`config.mk`:
```
export PLATFORM = sky130hd
export DESIGN_NAME = mips_cpu_sequencer
export DESIGN_NICKNAME = d
export VERILOG_FILES = /design/src/rtl/mips_cpu_pkg.sv /design/src/rtl/mips_cpu_seq_perf.sv /design/src/rtl/mips_cpu_sequencer.sv
export SDC_FILE = /design/constraint.sdc
export NUM_CORES = 1
export LEC_CHECK = 0
export CAP_MARGIN = 20
export CELL_PAD_IN_SITES_DETAIL_PLACEMENT = 1
export CELL_PAD_IN_SITES_GLOBAL_PLACEMENT = 1
export CORE_ASPECT_RATIO = 0.5
export CORE_UTILIZATION = 40
export CTS_CLUSTER_SIZE = 28
export DETAILED_ROUTE_END_ITERATION = 6
export PLACE_DENSITY_LB_ADDON = 0.1
export SLEW_MARGIN = 10
export SYNTH_ARGS = -nofsm -noshare
export SYNTH_HDL_FRONTEND = slang
export SYNTH_HIERARCHICAL = 1
export SYNTH_SLANG_ARGS = --single-unit
```
`constraint.sdc`:
```
create_clock -name clk -period 6.55 [get_ports clk]
set_input_delay 1.965 -clock clk [delete_from_list [all_inputs] [get_ports clk]]
set_output_delay 1.965 -clock clk [all_outputs]
set_load 0.005 [all_outputs]
```
`src/rtl/mips_cpu_pkg.sv`:
```
// Shared types and constants for the MIPS CPU control path.
// The state encodings are also what the sequencer drives on its debug state output.
package mips_cpu_pkg;

  typedef enum logic [2:0] {
    ST_IDLE   = 3'd0,
    ST_FETCH  = 3'd1,
    ST_EXEC   = 3'd2,
    ST_MEM    = 3'd3,
    ST_MDWAIT = 3'd4,
    ST_WB     = 3'd5,
    ST_HALT   = 3'd6
  } seq_state_t;

  // SPECIAL-opcode funct codes that route an instruction to the mult/div unit
  localparam logic [5:0] FUNCT_MULT  = 6'h18;
  localparam logic [5:0] FUNCT_MULTU = 6'h19;
  localparam logic [5:0] FUNCT_DIV   = 6'h1A;
  localparam logic [5:0] FUNCT_DIVU  = 6'h1B;

  localparam logic [31:0] RESET_VECTOR = 32'h0000_0000;

  // Helper for the decoder side: true for MULT/MULTU/DIV/DIVU
  function automatic logic is_muldiv_op(input logic [5:0] opcode, input logic [5:0] funct);
    return (opcode == 6'd0) && (funct >= FUNCT_MULT) && (funct <= FUNCT_DIVU);
  endfunction

endpackage

```
`src/rtl/mips_cpu_seq_perf.sv`:
```
// Performance counters for the sequencer: retired instructions and bus stall cycles.
// Only instantiated when MIPS_SEQ_PERF_EN is defined. Both counters wrap naturally.
module mips_cpu_seq_perf #(
  parameter int unsigned CNT_W = 32
) (
  input  logic             clk,
  input  logic             rst_n,
  input  logic             retire,
  input  logic             stall,
  output logic [CNT_W-1:0] instr_retired,
  output logic [CNT_W-1:0] stall_cycles
);

  // Count one retirement per writeback cycle and one stall per waited bus cycle
  always_ff @(posedge clk or negedge rst_n) begin
    if (!rst_n) begin
      instr_retired <= '0;
      stall_cycles  <= '0;
    end else begin
      if (retire) instr_retired <= instr_retired + CNT_W'(1);
      if (stall)  stall_cycles  <= stall_cycles + CNT_W'(1);
    end
  end

endmodule

```
`src/rtl/mips_cpu_sequencer.sv`:
```
// Multicycle sequencer for the MIPS CPU datapath.
// Steps each instruction through FETCH, EXEC, MEM or MDWAIT, and WB, driving the
// shared memory port and the commit strobes. Strobes are decoded from the current
// state so an asynchronous reset drops any bus request in the same cycle.
// Optional feature: define MIPS_SEQ_PERF_EN to add instr_retired / stall_cycles counters.
module mips_cpu_sequencer
  import mips_cpu_pkg::*;
#(
  parameter int unsigned WAIT_LIMIT = 256
`ifdef MIPS_SEQ_PERF_EN
  ,
  parameter int unsigned CNT_W = 32
`endif
) (
  input  logic       clk,
  input  logic       rst_n,
  input  logic       waitrequest,
  input  logic       ctl_memread,
  input  logic       ctl_memwrite,
  input  logic       ctl_regwrite,
  input  logic       is_muldiv,
  input  logic       md_done,
  input  logic       pc_zero,
  output logic       mem_read,
  output logic       mem_write,
  output logic       addr_sel,
  output logic       ir_write,
  output logic       pc_write,
  output logic       reg_write,
  output logic       md_start,
  output logic       active,
  output logic       bus_err,
  output logic [2:0] state
`ifdef MIPS_SEQ_PERF_EN
  ,
  output logic [CNT_W-1:0] instr_retired,
  output logic [CNT_W-1:0] stall_cycles
`endif
);

  seq_state_t  cur;
  logic [31:0] wait_cnt;
  logic        fetch_halt;
  logic        bus_req;
  logic        stall;
  logic        timeout;

  // The wait counter is zero only on the first cycle of FETCH, which is where a zero PC halts
  assign fetch_halt = (cur == ST_FETCH) && (wait_cnt == 32'd0) && pc_zero;
  assign bus_req    = ((cur == ST_FETCH) && !fetch_halt) || (cur == ST_MEM);
  assign stall      = bus_req && waitrequest;
  // Error once an access has already waited WAIT_LIMIT cycles and is still stalled
  assign timeout    = stall && (WAIT_LIMIT != 32'd0) && (wait_cnt == WAIT_LIMIT);

  // State sequencing, per-access wait counting and the sticky bus error flag
  always_ff @(posedge clk or negedge rst_n) begin
    if (!rst_n) begin
      cur      <= ST_IDLE;
      wait_cnt <= 32'd0;
      bus_err  <= 1'b0;
    end else begin
      case (cur)
        ST_IDLE: begin
          cur      <= ST_FETCH;
          wait_cnt <= 32'd0;
        end
        ST_FETCH: begin
          if (fetch_halt) begin
            cur <= ST_HALT;
          end else if (timeout) begin
            bus_err <= 1'b1;
            cur     <= ST_HALT;
          end else if (waitrequest) begin
            wait_cnt <= wait_cnt + 32'd1;
          end else begin
            cur <= ST_EXEC;
          end
        end
        ST_EXEC: begin
          if (ctl_memread || ctl_memwrite) begin
            cur      <= ST_MEM;
            wait_cnt <= 32'd0;
          end else if (is_muldiv) begin
            cur <= ST_MDWAIT;
          end else begin
            cur <= ST_WB;
          end
        end
        ST_MEM: begin
          if (timeout) begin
            bus_err <= 1'b1;
            cur     <= ST_HALT;
          end else if (waitrequest) begin
            wait_cnt <= wait_cnt + 32'd1;
          end else begin
            cur <= ST_WB;
          end
        end
        ST_MDWAIT: begin
          if (md_done) cur <= ST_WB;
        end
        ST_WB: begin
          cur      <= ST_FETCH;
          wait_cnt <= 32'd0;
        end
        ST_HALT: cur <= ST_HALT;
        default: cur <= ST_HALT;
      endcase
    end
  end

  // Decode the bus request and commit strobes from the current state
  always_comb begin
    mem_read  = 1'b0;
    mem_write = 1'b0;
    addr_sel  = 1'b0;
    ir_write  = 1'b0;
    pc_write  = 1'b0;
    reg_write = 1'b0;
    md_start  = 1'b0;
    active    = 1'b0;
    case (cur)
      ST_FETCH: begin
        active   = 1'b1;
        mem_read = !fetch_halt;
        ir_write = !fetch_halt && !waitrequest;
      end
      ST_EXEC: begin
        active   = 1'b1;
        md_start = !(ctl_memread || ctl_memwrite) && is_muldiv;
      end
      ST_MEM: begin
        active    = 1'b1;
        addr_sel  = 1'b1;
        mem_read  = ctl_memread;
        mem_write = ctl_memwrite && !ctl_memread;
      end
      ST_MDWAIT: begin
        active = 1'b1;
      end
      ST_WB: begin
        active    = 1'b1;
        pc_write  = 1'b1;
        reg_write = ctl_regwrite;
      end
      default: begin
        active = 1'b0;
      end
    endcase
  end

  assign state = cur;

`ifdef MIPS_SEQ_PERF_EN
  mips_cpu_seq_perf #(
    .CNT_W(CNT_W)
  ) u_perf (
    .clk          (clk),
    .rst_n        (rst_n),
    .retire       (cur == ST_WB),
    .stall        (stall),
    .instr_retired(instr_retired),
    .stall_cycles (stall_cycles)
  );
`endif

endmodule

```
==> run summary <==
The run finished, with violations left. The checks that failed: DRC. The fraction of final layout cells with drive strength greater than 1 was 0.0712. After global routing the overflow that remains totals 0. Of all nets on the critical path, the largest fanout is 5. The switching share of total power came out at 0.416. Via count of the first global-routing pass: 2364. Dividing the detail-routed via count by the number of cells gives 6.42. The number of hold buffers added after CTS was 0. The clock reaches the later pin of the worst-skew pair after 0.28 ns. The count of placed standard cells in the final layout, fillers left out was 354. The number of max-slew violations in the final report was 0; the synthesized instance count was 268. The detailed-route DRC error count is 8, and the number of buffers added for setup after CTS is 0. The proportion of power drawn by the clock network was 0.266. The most critical setup path has its startpoint at ctl_memread. For the maximum vdd drop, the log shows 0.115 mV. The number of setup violations in the final report was 0. The worst setup path is of the primary input to output port kind. Subtracting the final worst setup slack from the clock period gives 5.31 ns.

The area growth from synthesis to final layout was 15.3%. The data arrival time of the critical path is 3.34 ns, and the number of flops mapped to enable cells by yosys is 0. Summed over all nets, the switching power comes to 0.394 mW.

In this run the critical register-to-register path is launched from wait_cnt[0]$_DFFE_PN0P_. In this run the core area contains 19 standard-cell rows. At the pin with the least slew margin, the transition time is 1.04 ns. In this run the power density over the cells is 346 nW/um^2. The fraction of synthesized area in multiplexers was 0.

The tools report the maximum operating frequency as 188 MHz. For the relative slew slack, the log shows 0.303. The combinational family with the most area after synthesis is simple AND/OR/NAND/NOR gates. For the max-cap violation count, the log shows 0.

STA classifies the critical path startpoint as a primary input. At the end of routability-driven placement, the weighted congestion stood at 0.822. The logs give 0.379 for the part of the Yosys area used for sequential elements and 173 for the iteration-0 DRC count of the detailed router. The tools report the logic gate share of total power as 0.434. For this run, the detailed router's first-pass iteration total came to 6.

The main flop type after synthesis was sky130_fd_sc_hd__dfrtp_1. The total inserted antenna cells is 0. The internal power of the cells totals 0.553 mW. For the remaining number of nets flagged by the antenna check after routing, the log shows 0. Setup total negative slack on the finished layout was measured at 0 ns. The top-area cell type share of the netlist area was 0.379; the final routed wire length divided by cell count was 20.7 um.

In this run, post-CTS repair resized a total of 0 instances. The worst hold path begins at bus_err$_DFFE_PN0P_. The placeable core region is 5610 um^2, and the width of the die is 111 um. The analysis attributes to cell leakage a power of 1.09 nW. Clock tree synthesis selected as its root buffer the cell sky130_fd_sc_hd__clkbuf_16. For the final worst clock skew, the log shows 0.00475 ns. The worst path required time is 4.59 ns.

The share of synthesized registers carrying an async set or reset works out to 1.00. The total placed cells including tap cells is 347. The mapped netlist covers 2370 um^2.

The worst setup path is captured at an output port. The routed layout has 2273 vias. Type of the worst min-delay path: flop to flop. The die covers 6270 um^2.

The buffer depth of the longest clock path was 2. The post-detailed-placement half-perimeter wirelength was 5.02 mm. Count of different cell masters after synthesis: 52. Buffers placed on the I/O ports in this run total 20. Count of synthesis-stage warnings from yosys: 6. The total track usage is 0.261, and the number of I/O pins is 21. In this run the vertical extent of the chip is 56.5 um. The run gives 37 as the pin count of the biggest net entering global routing. The average instance area after synthesis was 8.86 um^2; the xor and xnor fraction of the mapped netlist area was 0. The logs give 0 for the number of antenna violations at the first check in global routing and 0.300 for the share of total power in sequential cells.

sky130_fd_sc_hd__dfrtp_1 takes more of the synthesized area than any other cell. After clock tree synthesis, the clock-pin slew on the worst setup and hold paths is 0.06 ns. The number of nets handed over by synthesis was 279. The number of clock buffers added by TritonCTS is 5.

The fraction of the mapped netlist area in simple logic gates was 0.289; the complex-gate fraction of the synthesized area was 0.269. The count of clock tree sinks came out at 36. TritonCTS built the clock tree. In the post-synthesis netlist, the biggest area contributors are sky130_fd_sc_hd__dfrtp_1 (38%), sky130_fd_sc_hd__o31ai_1 (9.5%), sky130_fd_sc_hd__o21ai_0 (4.6%), sky130_fd_sc_hd__a31oi_1 (3.2%), sky130_fd_sc_hd__nand4_1 (2.9%). The final period utilization is 0.811. The initial core utilization came out at 0.423. For the number of endpoints with negative hold slack in the final report, the log shows 0. Setup repair after global routing left no endpoint under its margin. After the last flow step, the layout net total stands at 292. The final layout contains routed wiring with a total length of 7.32 mm. The first global-routing pass estimated 12.6 mm of wire. In this run, synthesis produced a sequential element count of 36. The maximum level of the CTS H-tree was 2; the fraction of the mapped netlist area in adder cells was 0.0105.
[worst paths after layout]
kind | endpoint | slack, ns | cells past startpoint
worst min-delay path | bus_err$_DFFE_PN0P_ | 0.46 | 1
worst min register to register | bus_err$_DFFE_PN0P_ | 0.46 | 1
max in group asynchronous | wait_cnt[23]$_DFFE_PN0P_ | 4.23 | 1
worst max register to register | wait_cnt[15]$_DFFE_PN0P_ | 3.55 | 8
min in group asynchronous | wait_cnt[3]$_DFFE_PN0P_ | 1.79 | 1
worst max-delay path | md_start | 1.24 | 4
[cells in the final DEF, fill, tap and decap left out, types with 3 or more instances in the layout]
master,count
sky130_fd_sc_hd__nand2_1,14
sky130_fd_sc_hd__inv_1,9
sky130_fd_sc_hd__o21ai_0,22
sky130_fd_sc_hd__clkdlybuf4s50_1,19
sky130_fd_sc_hd__nor3_1,6
sky130_fd_sc_hd__nand4_1,11
sky130_fd_sc_hd__and2_1,6
sky130_fd_sc_hd__a22oi_1,3
sky130_fd_sc_hd__nor4_1,7
sky130_fd_sc_hd__nor2b_1,4
sky130_fd_sc_hd__and4_1,5
sky130_fd_sc_hd__or2_2,3
sky130_fd_sc_hd__dfrtp_1,36
sky130_fd_sc_hd__clkbuf_16,5
sky130_fd_sc_hd__and3_1,7
sky130_fd_sc_hd__o31ai_1,30
sky130_fd_sc_hd__a31oi_1,12
sky130_fd_sc_hd__nor2_1,18
sky130_fd_sc_hd__nand3_1,11
sky130_fd_sc_hd__a21oi_1,10
sky130_fd_sc_hd__nand2b_1,3
[layout make-up]
type                    count  area, um^2
fillers                   665        2870
multi-input cells         207        1350
well taps                  73        91.3
repair buffers             22         210
inverters                   9        33.8
flip-flops and latches     36         901
clock buffers               7         153
[cells by family (layout without fill, tap and decap cells)]
| family | after synthesis | in the layout |
|---|---|---|
| AO/OA/AOI/OAI | 94 | 94 |
| AND/OR/NAND/NOR | 111 | 111 |
| adder cells (fa/ha/maj) | 2 | 2 |
| buffers and inverters | 25 | 38 |
| flip-flops | 36 | 36 |
[synthesized netlist by cell type, types with 2 or more instances]
cell,number
sky130_fd_sc_hd__dfrtp_1,36
sky130_fd_sc_hd__buf_2,6
sky130_fd_sc_hd__nand2_1,14
sky130_fd_sc_hd__nor2b_1,4
sky130_fd_sc_hd__a21oi_1,10
sky130_fd_sc_hd__and3b_1,2
sky130_fd_sc_hd__a21o_1,2
sky130_fd_sc_hd__ha_1,2
sky130_fd_sc_hd__o21ai_0,22
sky130_fd_sc_hd__a22oi_1,3
sky130_fd_sc_hd__and3_1,7
sky130_fd_sc_hd__or2_2,3
sky130_fd_sc_hd__nand3_1,11
sky130_fd_sc_hd__nor2_1,18
sky130_fd_sc_hd__a31oi_1,12
sky130_fd_sc_hd__and2_1,6
sky130_fd_sc_hd__or3_1,2
sky130_fd_sc_hd__nand2b_1,3
sky130_fd_sc_hd__nor4_1,7
sky130_fd_sc_hd__inv_1,9
sky130_fd_sc_hd__and4_1,5
sky130_fd_sc_hd__nor3b_1,2
sky130_fd_sc_hd__o211ai_1,2
sky130_fd_sc_hd__buf_6,2
sky130_fd_sc_hd__buf_4,2
sky130_fd_sc_hd__nand4_1,11
sky130_fd_sc_hd__nand4_4,2
sky130_fd_sc_hd__clkbuf_1,5
sky130_fd_sc_hd__nor3_1,6
sky130_fd_sc_hd__o31ai_1,30
[layer usage]
layer / track usage / part of all wire
met5: 0 / 0
met4: 0.0568 / 0.0045
met3: 0.0659 / 0.053
met2: 0.414 / 0.44
met1: 0.361 / 0.50
[power by group through the flow]
stage	clock (mW)	combinational [mW]	sequential, mW
3_5_place_dp	0	0.410	0.287
2_1_floorplan	0	0.283	0.268
6_report	0.252	0.412	0.284
4_1_cts	0.256	0.412	0.283
3_3_place_gp	0	0.394	0.285
5_1_grt	0.267	0.457	0.290
[worst max-delay path, stage by stage]
cell,delay [ns]
sky130_fd_sc_hd__clkdlybuf4s50_1,0.48
sky130_fd_sc_hd__nor2_1,0.20
sky130_fd_sc_hd__and4_1,0.21
sky130_fd_sc_hd__clkdlybuf4s50_1,0.49
[metrics by stage]
stage | setup slack, ns | total power, mW | util | instance area, um^2 | hold slack (ns)
floorplan | 2.27 | 0.551 | - | 2370 | 0.451
global route | 1.21 | 1.01 | 0.488 | 2740 | 0.483
global placement | 1.29 | 0.679 | 0.461 | 2590 | 0.446
CTS | 1.25 | 0.951 | 0.488 | 2740 | 0.463
detailed placement | 1.25 | 0.697 | 0.461 | 2590 | 0.450
finish | 1.24 | 0.947 | 0.488 | 2740 | 0.458
[flip-flops by register name (all words and copies together) (netlist names)]
register,cells
state,3
bus_err,1
wait_cnt,32
Power figures use the tool's default switching activity.
